--- config.mk ---
export PLATFORM = sky130hd
export DESIGN_NAME = intan_pack_flat
export DESIGN_NICKNAME = d
export VERILOG_FILES = /design/src/rtl/intan_pkg.sv /design/src/rtl/intan_pack_if.sv /design/src/rtl/intan_pack.sv /design/src/flat_wrapper.sv
export SDC_FILE = /design/constraint.sdc
export NUM_CORES = 1
export LEC_CHECK = 0
export BUFFER_PORTS_ARGS = -buffer_cell sky130_fd_sc_hd__buf_4
export CORE_MARGIN = 2
export CORE_UTILIZATION = 60
export CTS_BUF_LIST = sky130_fd_sc_hd__clkbuf_16
export DETAILED_ROUTE_END_ITERATION = 8
export HOLD_SLACK_MARGIN = 0.03
export PLACE_DENSITY = 0.87
export SLEW_MARGIN = 20
export SYNTH_ARGS = -nofsm -noshare
export SYNTH_HDL_FRONTEND = slang
export SYNTH_SLANG_ARGS = --single-unit
export TNS_END_PERCENT = 30
--- constraint.sdc ---
create_clock -name clk -period 5.85 [get_ports clk]
set_clock_uncertainty 0.15 [all_clocks]
set_input_delay 0.2925 -clock clk [delete_from_list [all_inputs] [get_ports clk]]
set_output_delay 0.2925 -clock clk [all_outputs]
set_load 0.03 [all_outputs]
--- src/rtl/intan_pkg.sv ---
// intan_pkg: shared state encoding, header default and byte-select helpers
// for the intan_pack frame builder.
package intan_pkg;

    typedef enum logic [3:0] {
        ST_IDLE = 4'd0,
        ST_HD0  = 4'd1,
        ST_HD1  = 4'd2,
        ST_ID   = 4'd3,
        ST_SEQ  = 4'd4,
        ST_RDH  = 4'd5,
        ST_WTH  = 4'd6,
        ST_TXH  = 4'd7,
        ST_RDL  = 4'd8,
        ST_WTL  = 4'd9,
        ST_TXL  = 4'd10,
        ST_SUM  = 4'd11,
        ST_DONE = 4'd12
    } state_t;

    localparam logic [15:0] HEAD_DEFAULT = 16'h55AA;

    // Bit positions of the two channel FIFOs in fifo_rxen / fifo_empty.
    localparam int CH_HI = 1;
    localparam int CH_LO = 0;

    // Pick the high or low FIFO byte out of the packed read-data word.
    function automatic logic [7:0] rxd_byte(input logic [15:0] rxd, input logic sel_hi);
        return sel_hi ? rxd[15:8] : rxd[7:0];
    endfunction

    // One step of the running payload checksum.
    function automatic logic [7:0] sum_step(input logic [7:0] acc, input logic [7:0] data);
        return acc ^ data;
    endfunction

endpackage

--- src/rtl/intan_pack_if.sv ---
// intan_pack_if: channel-FIFO read port and byte-stream output of the packer.
// master = packer side, slave = FIFO/sink side.
interface intan_pack_if;
    logic [1:0]  fifo_rxen;
    logic [15:0] fifo_rxd;
    logic [1:0]  fifo_empty;
    logic [7:0]  tx_data;
    logic        tx_valid;
    logic        tx_ready;

    modport master (
        output fifo_rxen,
        output tx_data,
        output tx_valid,
        input  fifo_rxd,
        input  fifo_empty,
        input  tx_ready
    );

    modport slave (
        input  fifo_rxen,
        input  tx_data,
        input  tx_valid,
        output fifo_rxd,
        output fifo_empty,
        output tx_ready
    );
endinterface

--- src/rtl/intan_pack.sv ---
// intan_pack: builds one frame per request:
//   HEAD[15:8], HEAD[7:0], dev_id, seq, BYTES_PER_CH high-FIFO bytes,
//   BYTES_PER_CH low-FIFO bytes, [XOR checksum].
// Optional feature macro: INTAN_PACK_SUM_EN adds the trailing checksum byte.
// tx_valid/tx_data/fd_pack are registered from the next state; fifo_rxen is
// decoded from the current state so read data lands exactly in the wait state.
module intan_pack
    import intan_pkg::*;
#(
    parameter int unsigned BYTES_PER_CH = 64,
    parameter logic [15:0] HEAD         = HEAD_DEFAULT
) (
    input  logic         clk,
    input  logic         rst,
    input  logic         fs_pack,
    output logic         fd_pack,
    input  logic [7:0]   dev_id,
    intan_pack_if.master bus
);

    localparam logic [7:0] LAST_IDX = 8'(BYTES_PER_CH - 32'd1);

`ifdef INTAN_PACK_SUM_EN
    localparam state_t ST_AFTER_LO = ST_SUM;
`else
    localparam state_t ST_AFTER_LO = ST_DONE;
`endif

    state_t     state_r;
    state_t     state_nxt_s;
    logic [7:0] seq_r;
    logic [7:0] cnt_r;
    logic [7:0] dev_id_r;
    logic [7:0] tx_data_r;
    logic [7:0] tx_data_nxt_s;
    logic       tx_valid_r;
    logic       tx_valid_nxt_s;
    logic       fd_pack_r;
    logic       fd_pack_nxt_s;
    logic       xfer_s;
    logic       last_s;
    logic       payload_xfer_s;
    logic [1:0] rxen_s;

    assign xfer_s         = tx_valid_r & bus.tx_ready;
    assign last_s         = (cnt_r == LAST_IDX);
    assign payload_xfer_s = xfer_s & ((state_r == ST_TXH) | (state_r == ST_TXL));

`ifdef INTAN_PACK_SUM_EN
    logic [7:0] sum_r;
    logic [7:0] sum_byte_s;

    assign sum_byte_s = sum_step(sum_r, tx_data_r);

    // Running XOR of payload bytes, cleared between frames
    always_ff @(posedge clk or negedge rst) begin
        if (!rst) begin
            sum_r <= 8'h00;
        end else if (state_r == ST_IDLE) begin
            sum_r <= 8'h00;
        end else if (payload_xfer_s) begin
            sum_r <= sum_step(sum_r, tx_data_r);
        end else begin
            sum_r <= sum_r;
        end
    end
`endif

    // State register
    always_ff @(posedge clk or negedge rst) begin
        if (!rst) begin
            state_r <= ST_IDLE;
        end else begin
            state_r <= state_nxt_s;
        end
    end

    // Next-state: header bytes advance on transfer, channel bytes walk read/wait/send
    always_comb begin
        state_nxt_s = state_r;
        case (state_r)
            ST_IDLE: if (fs_pack) state_nxt_s = ST_HD0; else state_nxt_s = ST_IDLE;
            ST_HD0:  if (xfer_s)  state_nxt_s = ST_HD1; else state_nxt_s = ST_HD0;
            ST_HD1:  if (xfer_s)  state_nxt_s = ST_ID;  else state_nxt_s = ST_HD1;
            ST_ID:   if (xfer_s)  state_nxt_s = ST_SEQ; else state_nxt_s = ST_ID;
            ST_SEQ:  if (xfer_s)  state_nxt_s = ST_RDH; else state_nxt_s = ST_SEQ;
            ST_RDH:  if (!bus.fifo_empty[CH_HI]) state_nxt_s = ST_WTH; else state_nxt_s = ST_RDH;
            ST_WTH:  state_nxt_s = ST_TXH;
            ST_TXH: begin
                if (xfer_s && last_s) begin
                    state_nxt_s = ST_RDL;
                end else if (xfer_s) begin
                    state_nxt_s = ST_RDH;
                end else begin
                    state_nxt_s = ST_TXH;
                end
            end
            ST_RDL:  if (!bus.fifo_empty[CH_LO]) state_nxt_s = ST_WTL; else state_nxt_s = ST_RDL;
            ST_WTL:  state_nxt_s = ST_TXL;
            ST_TXL: begin
                if (xfer_s && last_s) begin
                    state_nxt_s = ST_AFTER_LO;
                end else if (xfer_s) begin
                    state_nxt_s = ST_RDL;
                end else begin
                    state_nxt_s = ST_TXL;
                end
            end
`ifdef INTAN_PACK_SUM_EN
            ST_SUM:  if (xfer_s) state_nxt_s = ST_DONE; else state_nxt_s = ST_SUM;
`endif
            ST_DONE: state_nxt_s = ST_IDLE;
            default: state_nxt_s = ST_IDLE;
        endcase
    end

    // Output values for the state being entered; held bytes stay put while stalled
    always_comb begin
        tx_valid_nxt_s = 1'b0;
        tx_data_nxt_s  = 8'h00;
        fd_pack_nxt_s  = 1'b0;
        case (state_nxt_s)
            ST_HD0: begin
                tx_valid_nxt_s = 1'b1;
                tx_data_nxt_s  = HEAD[15:8];
            end
            ST_HD1: begin
                tx_valid_nxt_s = 1'b1;
                tx_data_nxt_s  = HEAD[7:0];
            end
            ST_ID: begin
                tx_valid_nxt_s = 1'b1;
                tx_data_nxt_s  = dev_id_r;
            end
            ST_SEQ: begin
                tx_valid_nxt_s = 1'b1;
                tx_data_nxt_s  = seq_r;
            end
            ST_TXH: begin
                tx_valid_nxt_s = 1'b1;
                tx_data_nxt_s  = (state_r == ST_WTH) ? rxd_byte(bus.fifo_rxd, 1'b1) : tx_data_r;
            end
            ST_TXL: begin
                tx_valid_nxt_s = 1'b1;
                tx_data_nxt_s  = (state_r == ST_WTL) ? rxd_byte(bus.fifo_rxd, 1'b0) : tx_data_r;
            end
`ifdef INTAN_PACK_SUM_EN
            ST_SUM: begin
                tx_valid_nxt_s = 1'b1;
                tx_data_nxt_s  = (state_r == ST_TXL) ? sum_byte_s : tx_data_r;
            end
`endif
            ST_DONE: begin
                fd_pack_nxt_s = 1'b1;
            end
            default: begin
                tx_valid_nxt_s = 1'b0;
            end
        endcase
    end

    // Single-cycle FIFO read strobe, only when the selected FIFO has data
    always_comb begin
        rxen_s = 2'b00;
        if ((state_r == ST_RDH) && !bus.fifo_empty[CH_HI]) begin
            rxen_s[CH_HI] = 1'b1;
        end else if ((state_r == ST_RDL) && !bus.fifo_empty[CH_LO]) begin
            rxen_s[CH_LO] = 1'b1;
        end else begin
            rxen_s = 2'b00;
        end
    end

    // Registered stream outputs
    always_ff @(posedge clk or negedge rst) begin
        if (!rst) begin
            tx_valid_r <= 1'b0;
            tx_data_r  <= 8'h00;
            fd_pack_r  <= 1'b0;
        end else begin
            tx_valid_r <= tx_valid_nxt_s;
            tx_data_r  <= tx_data_nxt_s;
            fd_pack_r  <= fd_pack_nxt_s;
        end
    end

    // Frame bookkeeping: device id capture, payload byte count, sequence number
    always_ff @(posedge clk or negedge rst) begin
        if (!rst) begin
            dev_id_r <= 8'h00;
            cnt_r    <= 8'h00;
            seq_r    <= 8'h00;
        end else begin
            if ((state_r == ST_IDLE) && fs_pack) begin
                dev_id_r <= dev_id;
            end else begin
                dev_id_r <= dev_id_r;
            end
            if (state_r == ST_IDLE) begin
                cnt_r <= 8'h00;
            end else if (payload_xfer_s) begin
                cnt_r <= last_s ? 8'h00 : (cnt_r + 8'd1);
            end else begin
                cnt_r <= cnt_r;
            end
            if (state_r == ST_DONE) begin
                seq_r <= seq_r + 8'd1;
            end else begin
                seq_r <= seq_r;
            end
        end
    end

    assign bus.fifo_rxen = rxen_s;
    assign bus.tx_data   = tx_data_r;
    assign bus.tx_valid  = tx_valid_r;
    assign fd_pack       = fd_pack_r;

endmodule
--- src/flat_wrapper.sv ---
// flat-port wrapper written by rule: the top's interface ports become plain ports
module intan_pack_flat import intan_pkg::*;
#(
    parameter int unsigned BYTES_PER_CH = 64,
    parameter logic [15:0] HEAD         = HEAD_DEFAULT
)
  (clk, rst, fs_pack, fd_pack, dev_id, bus_fifo_rxen, bus_tx_data, bus_tx_valid, bus_fifo_rxd, bus_fifo_empty, bus_tx_ready);
  intan_pack_if bus_i ();
  input  logic clk;
  input  logic rst;
  input  logic fs_pack;
  output logic fd_pack;
  input  logic [7:0] dev_id;
  output wire logic [$bits(bus_i.fifo_rxen)-1:0] bus_fifo_rxen;
  output wire logic [$bits(bus_i.tx_data)-1:0] bus_tx_data;
  output wire logic [$bits(bus_i.tx_valid)-1:0] bus_tx_valid;
  input wire logic [$bits(bus_i.fifo_rxd)-1:0] bus_fifo_rxd;
  input wire logic [$bits(bus_i.fifo_empty)-1:0] bus_fifo_empty;
  input wire logic [$bits(bus_i.tx_ready)-1:0] bus_tx_ready;
  assign bus_fifo_rxen = bus_i.fifo_rxen;
  assign bus_tx_data = bus_i.tx_data;
  assign bus_tx_valid = bus_i.tx_valid;
  assign bus_i.fifo_rxd = bus_fifo_rxd;
  assign bus_i.fifo_empty = bus_fifo_empty;
  assign bus_i.tx_ready = bus_tx_ready;
  intan_pack #(.BYTES_PER_CH(BYTES_PER_CH), .HEAD(HEAD)) u_core (.clk(clk), .rst(rst), .fs_pack(fs_pack), .fd_pack(fd_pack), .dev_id(dev_id), .bus(bus_i));
endmodule
# ---- Word level (Yosys, flattened, before mapping)
# Index checks and enable logic that the tools add are counted.
dict set report word_totals {
  in_bits 30
  out_inout_bits 12
  word_cells 66
  ff_bits 38
}
dict set report op_classes {
  n_mux 23
  bitwise_logic 3
  reduce_logical 10
  n_addsub 2
  n_eq_ne 21
}
# op n
set op_table {}
lappend op_table {{$pmux 8 s6} 1}
lappend op_table {{$pmux 4 s11} 1}
lappend op_table {{$mux 8} 5}
lappend op_table {{$eq 4x3->1 const B} 6}
lappend op_table {{$eq 4x4->1 const B} 6}
lappend op_table {{$add 8x1->8 const B} 2}
lappend op_table {{$eq 4x2->1 const B} 4}
lappend op_table {{$mux 1} 9}
lappend op_table {{$eq 4x1->1 const B} 2}
lappend op_table {{$eq 8x6->1 const B} 1}
lappend op_table {{$mux 2} 4}
lappend op_table {{$mux 4} 2}
lappend op_table {{$reduce_or 6->1} 1}
lappend op_table {{$logic_and 1x1->1} 4}
lappend op_table {{$logic_not 4->1} 1}
lappend op_table {{$ne 2x1->1 const B} 2}
lappend op_table {{$mux 3} 1}
lappend op_table {{$and 1x1->1} 2}
lappend op_table {{$logic_not 1->1} 2}
lappend op_table {{$reduce_and 2->1} 1}
lappend op_table {{$reduce_bool 2->1} 1}
lappend op_table {{$or 1x1->1} 1}

# ---- Depth between registers and ports, before layout
# Gate-level depths: netlist of run 1.
dict set report logic_depth {
  ltp_word 7
  ltp_mapped 10
  depth_no_buf 7
}

# ---- Least setup slack after synthesis of run 1
# OpenSTA, ideal clock, no wires.
dict set report synth_timing {
  path_type {register to register}
  start {register u_core.tx_valid_r, in the netlist u_core.bus.tx_valid}
  end {register u_core.tx_data_r[5], in the netlist u_core.bus.tx_data[5]}
  path_stages_with_launch 10
  n_path_buf 2
  slack_ns 3.470
  synth_period_minus_slack_ns 2.380
  t_arrival_ns 2.151
  cell_sequence {dfrtp_1 > bufbuf_16 > and3b_1 > a22oi_2 > o221ai_4 > a31oi_4 > inv_2 > buf_6 > mux2_4 > o22ai_2}
}
dict set report synth_between {
  elab_chain_len 7
  word_cells_on_any_way 21
  cone_classes {8 x eq/ne; 10 x mux; 1 x bitwise; 2 x reduce/logical}
}
# item line_no
set synth_rtl {}
lappend synth_rtl {{from (decl)} intan_pack.sv:36} ;# logic tx_valid_r;
lappend synth_rtl {{from (signal assigned)} intan_pack.sv:181} ;# tx_valid_r <= tx_valid_nxt_s;
lappend synth_rtl {{$and 1x1->1 (*)} intan_pack.sv:45} ;# assign xfer_s = tx_valid_r & bus.tx_ready;
lappend synth_rtl {{$logic_and 1x1->1} {intan_pack.sv:90, intan_pack.sv:101}}
lappend synth_rtl {{$mux 4, on equally long branches} {intan_pack.sv:101, intan_pack.sv:90}}
lappend synth_rtl {{$pmux 4 s11 (*)} intan_pack.sv:81} ;# case (state_r)
lappend synth_rtl {{named net u_core.state_nxt_s[0]} intan_pack.sv:30} ;# state_t state_nxt_s;
lappend synth_rtl {{$eq 4x4->1 / $eq 4x3->1 (equally long branches)} intan_pack.sv:122} ;# case (state_nxt_s)
lappend synth_rtl {{$ne 2x1->1 (no line)} n/a}
lappend synth_rtl {{$reduce_and 2->1 (no line)} n/a}
lappend synth_rtl {{to (signal assigned)} intan_pack.sv:182} ;# tx_data_r <= tx_data_nxt_s;
lappend synth_rtl {{to (decl)} intan_pack.sv:34} ;# logic [7:0] tx_data_r;
# Mark *: on every way through the listed nets, which the timed path passes. The rest lies on a longest branch.
# A chain may end at the register's enable or synchronous reset.

# ---- Worst setup path after layout of run 1
dict set report layout_timing {
  start {register u_core.state_r[0]}
  end {register u_core.tx_data_r[3], in the netlist u_core.bus.tx_data[3]}
}
dict set report layout_between {
  elab_chain_len 5
  word_cells_on_any_way 22
  cone_classes {18 x eq/ne; 2 x mux; 2 x reduce/logical}
}
# item line_no
set layout_rtl {}
lappend layout_rtl {{from (decl)} intan_pack.sv:29} ;# state_t state_r;
lappend layout_rtl {{from (signal assigned)} intan_pack.sv:74} ;# state_r <= state_nxt_s;
lappend layout_rtl {{$eq 4x4->1, or another cell as far along} intan_pack.sv:81}
lappend layout_rtl {{$pmux 4 s11} intan_pack.sv:81}
lappend layout_rtl {{$eq 4x4->1 / $eq 4x3->1 (equally long branches)} intan_pack.sv:122}
lappend layout_rtl {{$ne 2x1->1 (no line)} n/a}
lappend layout_rtl {{$reduce_and 2->1 (no line)} n/a}
# Several ways; a longest one is shown, not always the timed one.

==> results of run 1 <==
==> synthesized netlist by cell type, types with 4 or more instances <==
cell type and instances:
a21oi_1 8, a31oi_1 8, clkbuf_8 6, dfrtp_1 38, mux2_2 11, nand2_1 14
nand2b_1 4, nand3_1 11, nand4_1 9, nor2_1 21, nor2b_1 4, nor3_1 6
o211ai_1 4, o21ai_0 11, xnor2_1 5, xor2_1 7
==> placed cells by master, fill, tap and decap left out, types with 2 or more instances in the layout <==
cell	Yosys	layout
o21ai_0	11	11
and3_1	3	3
dfrtp_1	38	38
mux2_2	11	11
a21oi_1	8	8
o21a_1	3	3
a21bo_2	3	3
xor2_1	7	7
and2b_2	3	3
o31a_1	3	3
nand3_1	11	11
buf_4	1	42
nand2b_1	4	4
a221oi_1	3	3
and3_2	2	2
xnor2_1	5	5
inv_1	2	2
bufinv_16	0	2
nor4_1	2	2
nor2_1	21	21
o211ai_1	4	4
nand4_1	9	9
a31oi_1	8	8
nor2b_1	4	4
nand2_1	14	14
o22ai_1	3	3
nor3_1	6	6
ha_1	2	2
clkbuf_16	0	5
==> flip-flops by register name (all words and copies together), names as in the netlist <==
name and count:
u_core.fd_pack 1, u_core.bus.tx_data 8, u_core.state_r 4, u_core.dev_id_r 8
u_core.bus.tx_valid 1, u_core.seq_r 8, u_core.cnt_r 8
==> worst register-to-register path: stages, from the launching register on <==
cell and delay [ns]:
dfrtp_1 0.75, nor3b_1 0.12, o21ai_0 0.38, o221ai_4 0.29, a31oi_4 0.29, inv_2 0.16
mux2_2 0.29, o22ai_1 0.17
==> cells by family (layout without fill, tap and decap cells) <==
group,count (synthesis),count (layout),synth area share
buffers and inverters,18,54,0.0731
and+or+nand+nor,93,93,0.222
adders and majority gates,2,2,0.0103
muxes,14,14,0.0705
DFF,38,38,0.391
AOI/OAI and AO/OA,60,60,0.189
xor gates and xnor gates,12,12,0.0433
==> final timing paths <==
kind | startpoint | to | slack (ns) | cells after the start
max in group asynchronous | rst | u_core.fd_pack$_DFF_PN0_ | 4.85 | 2
worst min register to register | u_core.seq_r[7]$_DFFE_PN0N_ | u_core.seq_r[7]$_DFFE_PN0N_ | 0.34 | 1
worst max-delay path | u_core.state_r[0]$_DFF_PN0_ | u_core.bus.tx_data[3]$_DFFE_PN0P_ | 3.18 | 7
worst min-delay path | dev_id[2] | u_core.dev_id_r[2]$_DFFE_PN0P_ | 0.09 | 2
worst max register to register | u_core.state_r[0]$_DFF_PN0_ | u_core.bus.tx_data[3]$_DFFE_PN0P_ | 3.18 | 7
min in group asynchronous | rst | u_core.bus.tx_data[0]$_DFFE_PN0P_ | 0.37 | 2
==> area by class of cell <==
class,instances,area share
clock buffer,5,0.0440
clock inverter,3,0.0242
inverter,3,0.00396
multi-input combinational,181,0.457
sequential,38,0.334
tap,50,0.0220
timing repair buffer,43,0.114
==> per-stage QoR <==
step                total power, mW  cells  instance area, um2
floorplan                     0.975    237                2430
global placement               1.03    314                2640
detailed placement             1.05    314                2640
CTS                            1.41    323                2850
global route                   1.49    323                2850
finish                         1.42    323                2850
==> power by group <==
group	internal [mW]	leakage [nW]	switching (mW)
clock	0.245	0.0940	0.108
combinational	0.263	0.644	0.362
sequential	0.337	0.495	0.104
total	0.844	1.23	0.575
==> layer usage <==
metal,vias up,global-route usage
met1,1015,0.399
met4,0,0.0918
met5,-,0
met2,102,0.442
met3,14,0.0650
li1,955,-
==> summary.md, run 1 <==
| Metric | Value |
|---|---|
| Number of enable flip-flop cells after synthesis | 0 |
| Crit path max-delay family | compound AO/OA/AOI/OAI gates |
| CTS Sinks | 38 |
| Syn nets | 269 |
| Crit. End Element | register |
| FF+latch area | 951 um2 |
| Status | finished, final reports clean |
| Area leader, netlist | dfrtp_1 |
| Worst Tran Pin Value | 0.797 ns |
| Max Slew Vio Count | 0 |
| Fillcell total | 292 |
| Sequential area share after synthesis | 0.391 |
| PwrDens | 499 mW/mm2 |
| Number of vias per cell | 6.46 |
| DRT iter0 DRCs | 240 |
| CP Cell Sequence | nor3b_1 -> o21ai_0 -> o221ai_4 -> a31oi_4 -> inv_2 -> mux2_2 -> o22ai_1 |
| Final Net Count | 304 |
| Max-slew headroom | 0.464 |
| Number of synthesized register bits | 38 |
| Layout area overhead | 17.1% |
| CTS Root Cell | clkbuf_16 |
| CTS tree | done |
| Crit path max fanout | 19 |
| Number of inserted diodes | 0 |
| Hold_buf cts | 1 |
| Dpl ws | 3.21 ns |
| CTS max path bufs | 2 |
| Hold Vio Cnt, Final | 0 |
| Final WS setup | 3.18 ns |
| First-pass GRT wire length | 9.59 mm |
| Residual DRC | 0 |
| HP Class | in2reg |
| Clock latency on the worst-skew pair | 0.28 ns |
| Met3 wire length | 445 um |
| Port-buffer cells | 41 |
| Synth top area share | 0.391 |
| DRT Pass-1 Iters | 4 |
| CORE AREA | 0.00394 mm2 |
| Starting Density | 0.616 |
| HPWL after DPL | 3.99 mm |
| Crit path DAT | 2.72 ns |
| Post-route ant nets | 0 |
| DRT Wirelength | 5.90 mm |
| CTS resizes | 0 |
| Clock-pin slew on the worst setup and hold paths | 0.06 ns |
| Startpoint types | register |
| DR top layer | met4 |
| Mean area per synthesized cell | 10.3 um2 |
| Routed length per placed instance | 18.3 um |
| Buffers & Inverters on Critical Path | 1 |
| RSZ-0062 raised after global routing | no |
| Peak per-stage delay on the critical path | 0.75 ns |
| Critical path class | reg2reg |
| Area contributors post-synth | dfrtp_1 (39%), mux2_2 (5.1%), clkbuf_8 (3.4%), nor2_1 (3.2%), xor2_1 (2.5%) |
| Synth Instances | 237 |
| Cell Area, Synth | 0.00243 mm2 |
| Worst hold margin | 0.0926 ns |
| Fin crit share | 0.457 |
| Peak supply drop | 0.265 mV |
| Area of the multi-input gates | 0.00130 mm2 |
| P_leak | 1.23 nW |
| Slowest CP cell | dfrtp_1 |
| Worst EP required | 5.90 ns |
| Clock buffer count from CTS | 5 |
| Tmin final | 2.67 ns |
| Setup violations, final | 0 |
| Die area | 0.00457 mm2 |
| Vias | 2,086 |
| Max Fclk | 374 MHz |
| Most used DFF post-synth | dfrtp_1 |
| Wire length on met2 | 2.75 mm |
| H-tree levels | 2 |
| Setup Fix Bufs, Post-CTS | 0 |
| Async SR Flop Fraction | 1.00 |
| Max_cap viols | 0 |
| Share of cells above drive strength 1 | 0.319 |
| Final core utilization | 0.722 |
| Warnings from Yosys | 0 |
| Chip Height | 67.6 um |
| Congestion Overflow GR | 0 |
| Initial antenna violation count | 0 |
| TNS Setup | 0 ns |
| FP Rows | 23 |
| Vias in the first global route | 1,932 |
| Yosys cell types | 64 |
| Routability cong. | 0.856 |
| Largest net degree at the start of global routing | 39 |
| Die width | 67.6 um |
| Post-Route M1 WL | 2.59 mm |
| Top-Level Pins | 42 |
| GRT Total Usage | 0.287 |
No activity file was read; power rests on OpenSTA's default activity.
==> run 2, diff against run 1 <==
CORE_UTILIZATION = 56   (was 60)
PLACE_DENSITY = 0.82   (was 0.87)
clock period = 2.5 ns   (was 5.85 ns; I/O delays follow)
==> summary.md, run 2 (same netlist as run 1, synthesis figures left out) <==
| Metric | Value |
|---|---|
| Status | finished, final reports clean |
| Final Cell Area | 0.00305 mm2 |
| CP Depth | 8 |
| Residual DRC | 0 |
| First-pass GRT wire length | 10.3 mm |
| Die width | 69.9 um |
| Crit path max fanout | 12 |
| FP Rows | 23 |
| Max_cap viols | 0 |
| CTS max path bufs | 2 |
| Max Fclk | 420 MHz |
| CTS tree | done |
| Combinational cell fraction of total power | 0.519 |
| Internal Power | 1.91 mW |
| Peak supply drop | 0.648 mV |
| TNS Setup | 0 ns |
| Clock power share | 0.183 |
| Worst EP required | 2.55 ns |
| Peak per-stage delay on the critical path | 0.47 ns |
| CP Cell Sequence | buf_4 -> xor2_1 -> a22oi_2 -> o221ai_4 -> a31oi_4 -> inv_2 -> mux2_4 -> o22ai_2 |
| CTS Sinks | 38 |
| Clock-pin slew on the worst setup and hold paths | 0.06 ns |
| Worst Tran Pin Value | 0.559 ns |
| DRT iter0 DRCs | 135 |
| Crit path max-delay family | compound AO/OA/AOI/OAI gates |
| Max Slew Vio Count | 0 |
| Leading cell types in the layout, fill and taps excluded | buf_4 (57), dfrtp_1 (36), nor2_1 (20) |
| Number of vias per cell | 6.23 |
| PwrDens | 1080 mW/mm2 |
| Fin crit share | 0.953 |
| Crit. End Element | register |
| P_leak | 1.33 nW |
| DP Area | 0.00272 mm2 |
| Largest net degree at the start of global routing | 39 |
| Vias | 2,187 |
| Crit path DAT | 2.43 ns |
| Met3 wire length | 423 um |
| Slowest CP cell | dfrtp_1 |
| Wire length on met2 | 3.22 mm |
| Hold Vio Cnt, Final | 0 |
| Switching share of power | 0.423 |
| Routed length per placed instance | 17.8 um |
| Port-buffer cells | 41 |
| Congestion Overflow GR | 0 |
| Critical path class | reg2reg |
| Sequential fraction of design power | 0.298 |
| Clock buffer count from CTS | 5 |
| Number of inserted diodes | 0 |
| Die area | 0.00488 mm2 |
| Vias in the first global route | 2,174 |
| CORE AREA | 0.00409 mm2 |
| Startpoint types | register |
| R2R cell count | 8 |
| Buffers & Inverters on Critical Path | 2 |
| DR top layer | met4 |
| Final Net Count | 332 |
| Top-Level Pins | 42 |
| Routability cong. | 0.909 |
| Fillcell total | 300 |
| HP Class | in2reg |
| DRT Pass-1 Iters | 5 |
| Setup violations, final | 0 |
| CTS Root Cell | clkbuf_16 |
| Post-Route M1 WL | 2.43 mm |
| Starting Density | 0.595 |
| GRT Total Usage | 0.267 |
| Clock latency on the worst-skew pair | 0.28 ns |
| HPWL after DPL | 4.32 mm |
| Leading cell type in the layout, fill and taps excluded | buf_4 |
| Worst hold path stage count | 3 |
| Chip Height | 69.9 um |
| H-tree levels | 2 |
| Post-route ant nets | 0 |
| Initial antenna violation count | 0 |
| Layout area overhead | 25.4% |
| DRT Wirelength | 6.26 mm |
| Psw | 1.40 mW |
| Max-slew headroom | 0.626 |
| Share of cells above drive strength 1 | 0.352 |
| Tmin final | 2.38 ns |
## run 2: metal layers
metal  up-vias  global-route usage
met3        19              0.0491
li1       1004                   -
met5         -                   0
met4         0               0.135
met2       103               0.447
met1      1061               0.331
## run 2: per-stage QoR
step	setup slack, ns	cells	hold slack, ns	total power [mW]	utilization
after floorplan	0.120	237	-0.321	2.28	-
after global placement	0.212	324	-0.0303	2.51	0.665
after detailed placement	0.0986	324	-0.0280	2.55	0.665
after CTS	0.0817	346	0.0546	3.19	0.734
after global routing	-0.0104	351	0.0883	3.50	0.746
final	0.118	351	0.0515	3.30	0.746
## run 2: power groups by stage
stage | registers, mW | clock network [mW] | logic [mW]
2_1_floorplan | 0.995 | 0 | 1.29
3_3_place_gp | 0.977 | 0 | 1.53
3_5_place_dp | 0.983 | 0 | 1.57
4_1_cts | 0.973 | 0.611 | 1.61
5_1_grt | 1.01 | 0.638 | 1.85
6_report | 0.984 | 0.604 | 1.71
## run 2: path summary, 6_finish.rpt
path	startpoint	endpoint	slack [ns]
setup / recovery	u_core.state_r[2]$_DFF_PN0_	u_core.bus.tx_data[5]$_DFFE_PN0P_	0.12
max in group asynchronous	rst	u_core.state_r[0]$_DFF_PN0_	1.63
min in group asynchronous	rst	u_core.dev_id_r[1]$_DFFE_PN0P_	0.21
hold reg to reg	u_core.seq_r[7]$_DFFE_PN0N_	u_core.seq_r[7]$_DFFE_PN0N_	0.35
hold / removal	bus_fifo_rxd[6]	u_core.bus.tx_data[6]$_DFFE_PN0P_	0.05
setup reg to reg	u_core.state_r[2]$_DFF_PN0_	u_core.bus.tx_data[5]$_DFFE_PN0P_	0.12
## run 2: what timing repair did
item / in CTS / in global routing
endpoints found under the setup margin: 0 / 7
endpoints found under the hold margin: 51 / 0
buffers inserted: 0 / 5
gates resized for setup: 0 / 6
hold buffers: 14 / 0
## run 2: area by class of cell
type	count	area [um2]	share of cell area
flip-flops and latches	38	953	0.313
clock inverters	3	16.3	0.00534
inverters	3	15.0	0.00493
well taps	50	62.6	0.0205
multi-input cells	181	1310	0.429
clock buffers	5	125	0.0411
repair buffers	71	568	0.186
## run 2: tightest hold or removal path, stage by stage
cell and delay [ns]:
buf_4 0.08, a221oi_1 0.07, a31oi_1 0.16
==> run 3, diff against run 2 <==
RECOVER_POWER = 25   (was default)
==> summary.md, run 3 (same netlist as run 1, synthesis figures left out) <==
| Metric | Value |
|---|---|
| Number of vias per cell | 6.23 |
| Max_cap viols | 0 |
| Leading cell type in the layout, fill and taps excluded | buf_4 |
| DRT Pass-1 Iters | 5 |
| P_leak | 1.33 nW |
| Routed length per placed instance | 17.8 um |
| Top-Level Pins | 42 |
| Worst EP required | 2.55 ns |
| Number of inserted diodes | 0 |
| GRT Total Usage | 0.267 |
| Final cell count without fillers | 351 |
| Crit. End Element | register |
| HP Class | in2reg |
| Slowest CP cell | dfrtp_1 |
| Final Net Count | 332 |
| CTS tree | done |
| Clock-pin slew on the worst setup and hold paths | 0.06 ns |
| Startpoint types | register |
| CORE AREA | 0.00409 mm2 |
| Tmin final | 2.38 ns |
| Fin crit share | 0.953 |
| Crit path max-delay family | compound AO/OA/AOI/OAI gates |
| Vias in the first global route | 2,174 |
| Layout area overhead | 25.3% |
| Hold Vio Cnt, Final | 0 |
| First-pass GRT wire length | 10.3 mm |
| Leading cell types in the layout, fill and taps excluded | buf_4 (56), dfrtp_1 (36), nor2_1 (20) |
| CTS max path bufs | 2 |
| Peak per-stage delay on the critical path | 0.47 ns |
| Inst Count DP | 324 |
| Crit path max fanout | 12 |
| Final Cell Area | 0.00305 mm2 |
| Buffers & Inverters on Critical Path | 2 |
| Clock buffer count from CTS | 5 |
| Clock latency on the worst-skew pair | 0.28 ns |
| Setup violations, final | 0 |
| Worst hold margin | 0.0515 ns |
| Max-slew headroom | 0.363 |
| CTS Sinks | 38 |
| Die width | 69.9 um |
| Crit path DAT | 2.43 ns |
| DRT iter0 DRCs | 135 |
| DP Area | 0.00272 mm2 |
| Chip Height | 69.9 um |
| CTS Root Cell | clkbuf_16 |
| TNS Setup | 0 ns |
| Dpl ws | 0.0986 ns |
| HPWL after DPL | 4.32 mm |
| Critical path class | reg2reg |
| Final core utilization | 0.745 |
| Peak supply drop | 0.648 mV |
| Final WS setup | 0.118 ns |
| Share of cells above drive strength 1 | 0.352 |
| Status | finished, final reports clean |
| Routability cong. | 0.909 |
| Largest net degree at the start of global routing | 39 |
| Initial antenna violation count | 0 |
| FP Rows | 23 |
| Worst Tran Pin Value | 0.955 ns |
| Total power | 3.30 mW |
| Congestion Overflow GR | 0 |
| H-tree levels | 2 |
| PwrDens | 1080 mW/mm2 |
| Max Slew Vio Count | 0 |
| Vias | 2,187 |
| Post-route ant nets | 0 |
| Residual DRC | 0 |
| Starting Density | 0.595 |
| DRT Wirelength | 6.26 mm |
| Die area | 0.00488 mm2 |
| Port-buffer cells | 41 |
| CP Cell Sequence | buf_4 -> xor2_1 -> a22oi_2 -> o221ai_4 -> a31oi_4 -> inv_2 -> mux2_4 -> o22ai_2 |
| Max Fclk | 420 MHz |
[run 3: cell types whose count changed in the layout (fill, tap and decap cells not counted)]
cell      delta
buf_4        -1
clkbuf_2     +1
[run 3: worst paths after layout]
kind	from	end	slack [ns]	cells past startpoint
hold reg to reg	u_core.seq_r[7]$_DFFE_PN0N_	u_core.seq_r[7]$_DFFE_PN0N_	0.35	1
min in group asynchronous	rst	u_core.dev_id_r[1]$_DFFE_PN0P_	0.38	2
setup / recovery	u_core.state_r[2]$_DFF_PN0_	u_core.bus.tx_data[5]$_DFFE_PN0P_	0.12	8
hold / removal	bus_fifo_rxd[6]	u_core.bus.tx_data[6]$_DFFE_PN0P_	0.05	3
max in group asynchronous	rst	u_core.state_r[0]$_DFF_PN0_	1.16	2
setup reg to reg	u_core.state_r[2]$_DFF_PN0_	u_core.bus.tx_data[5]$_DFFE_PN0P_	0.12	8
[run 3: layout make-up]
cell class	instances	area, um2
multi-input combinational	181	1310
fill	301	1040
sequential	38	953
timing repair buffer	71	566
clock buffer	5	125
tap	50	62.6
clock inverter	3	16.3
inverter	3	15.0
[run 3: worst register-to-register path, cell delays in order, from the launching register on]
cell      delay [ns]
dfrtp_1         0.47
buf_4           0.22
xor2_1          0.17
a22oi_2         0.24
o221ai_4        0.16
a31oi_4         0.26
inv_2           0.18
mux2_4          0.33
o22ai_2         0.14
[run 3: routing by layer]
layer	track usage	routed length (um)
met1	0.331	2430
met2	0.447	3220
met3	0.0491	423
met4	0.135	187
met5	0	0
[run 3: power breakdown]
group / leakage [nW] / switching (mW) / internal (mW)
Sequential: 0.493 / 0.191 / 0.793
Clock: 0.0672 / 0.240 / 0.364
Combinational: 0.766 / 0.965 / 0.749
Total: 1.33 / 1.40 / 1.91
[run 3: repair_timing]
| action | CTS | global route |
|---|---|---|
| hold endpoints to repair | 51 | 0 |
| buffers inserted | 0 | 5 |
| hold buffers | 14 | 0 |
| endpoints found under the setup margin | 0 | 7 |
| resized for setup | 0 | 6 |
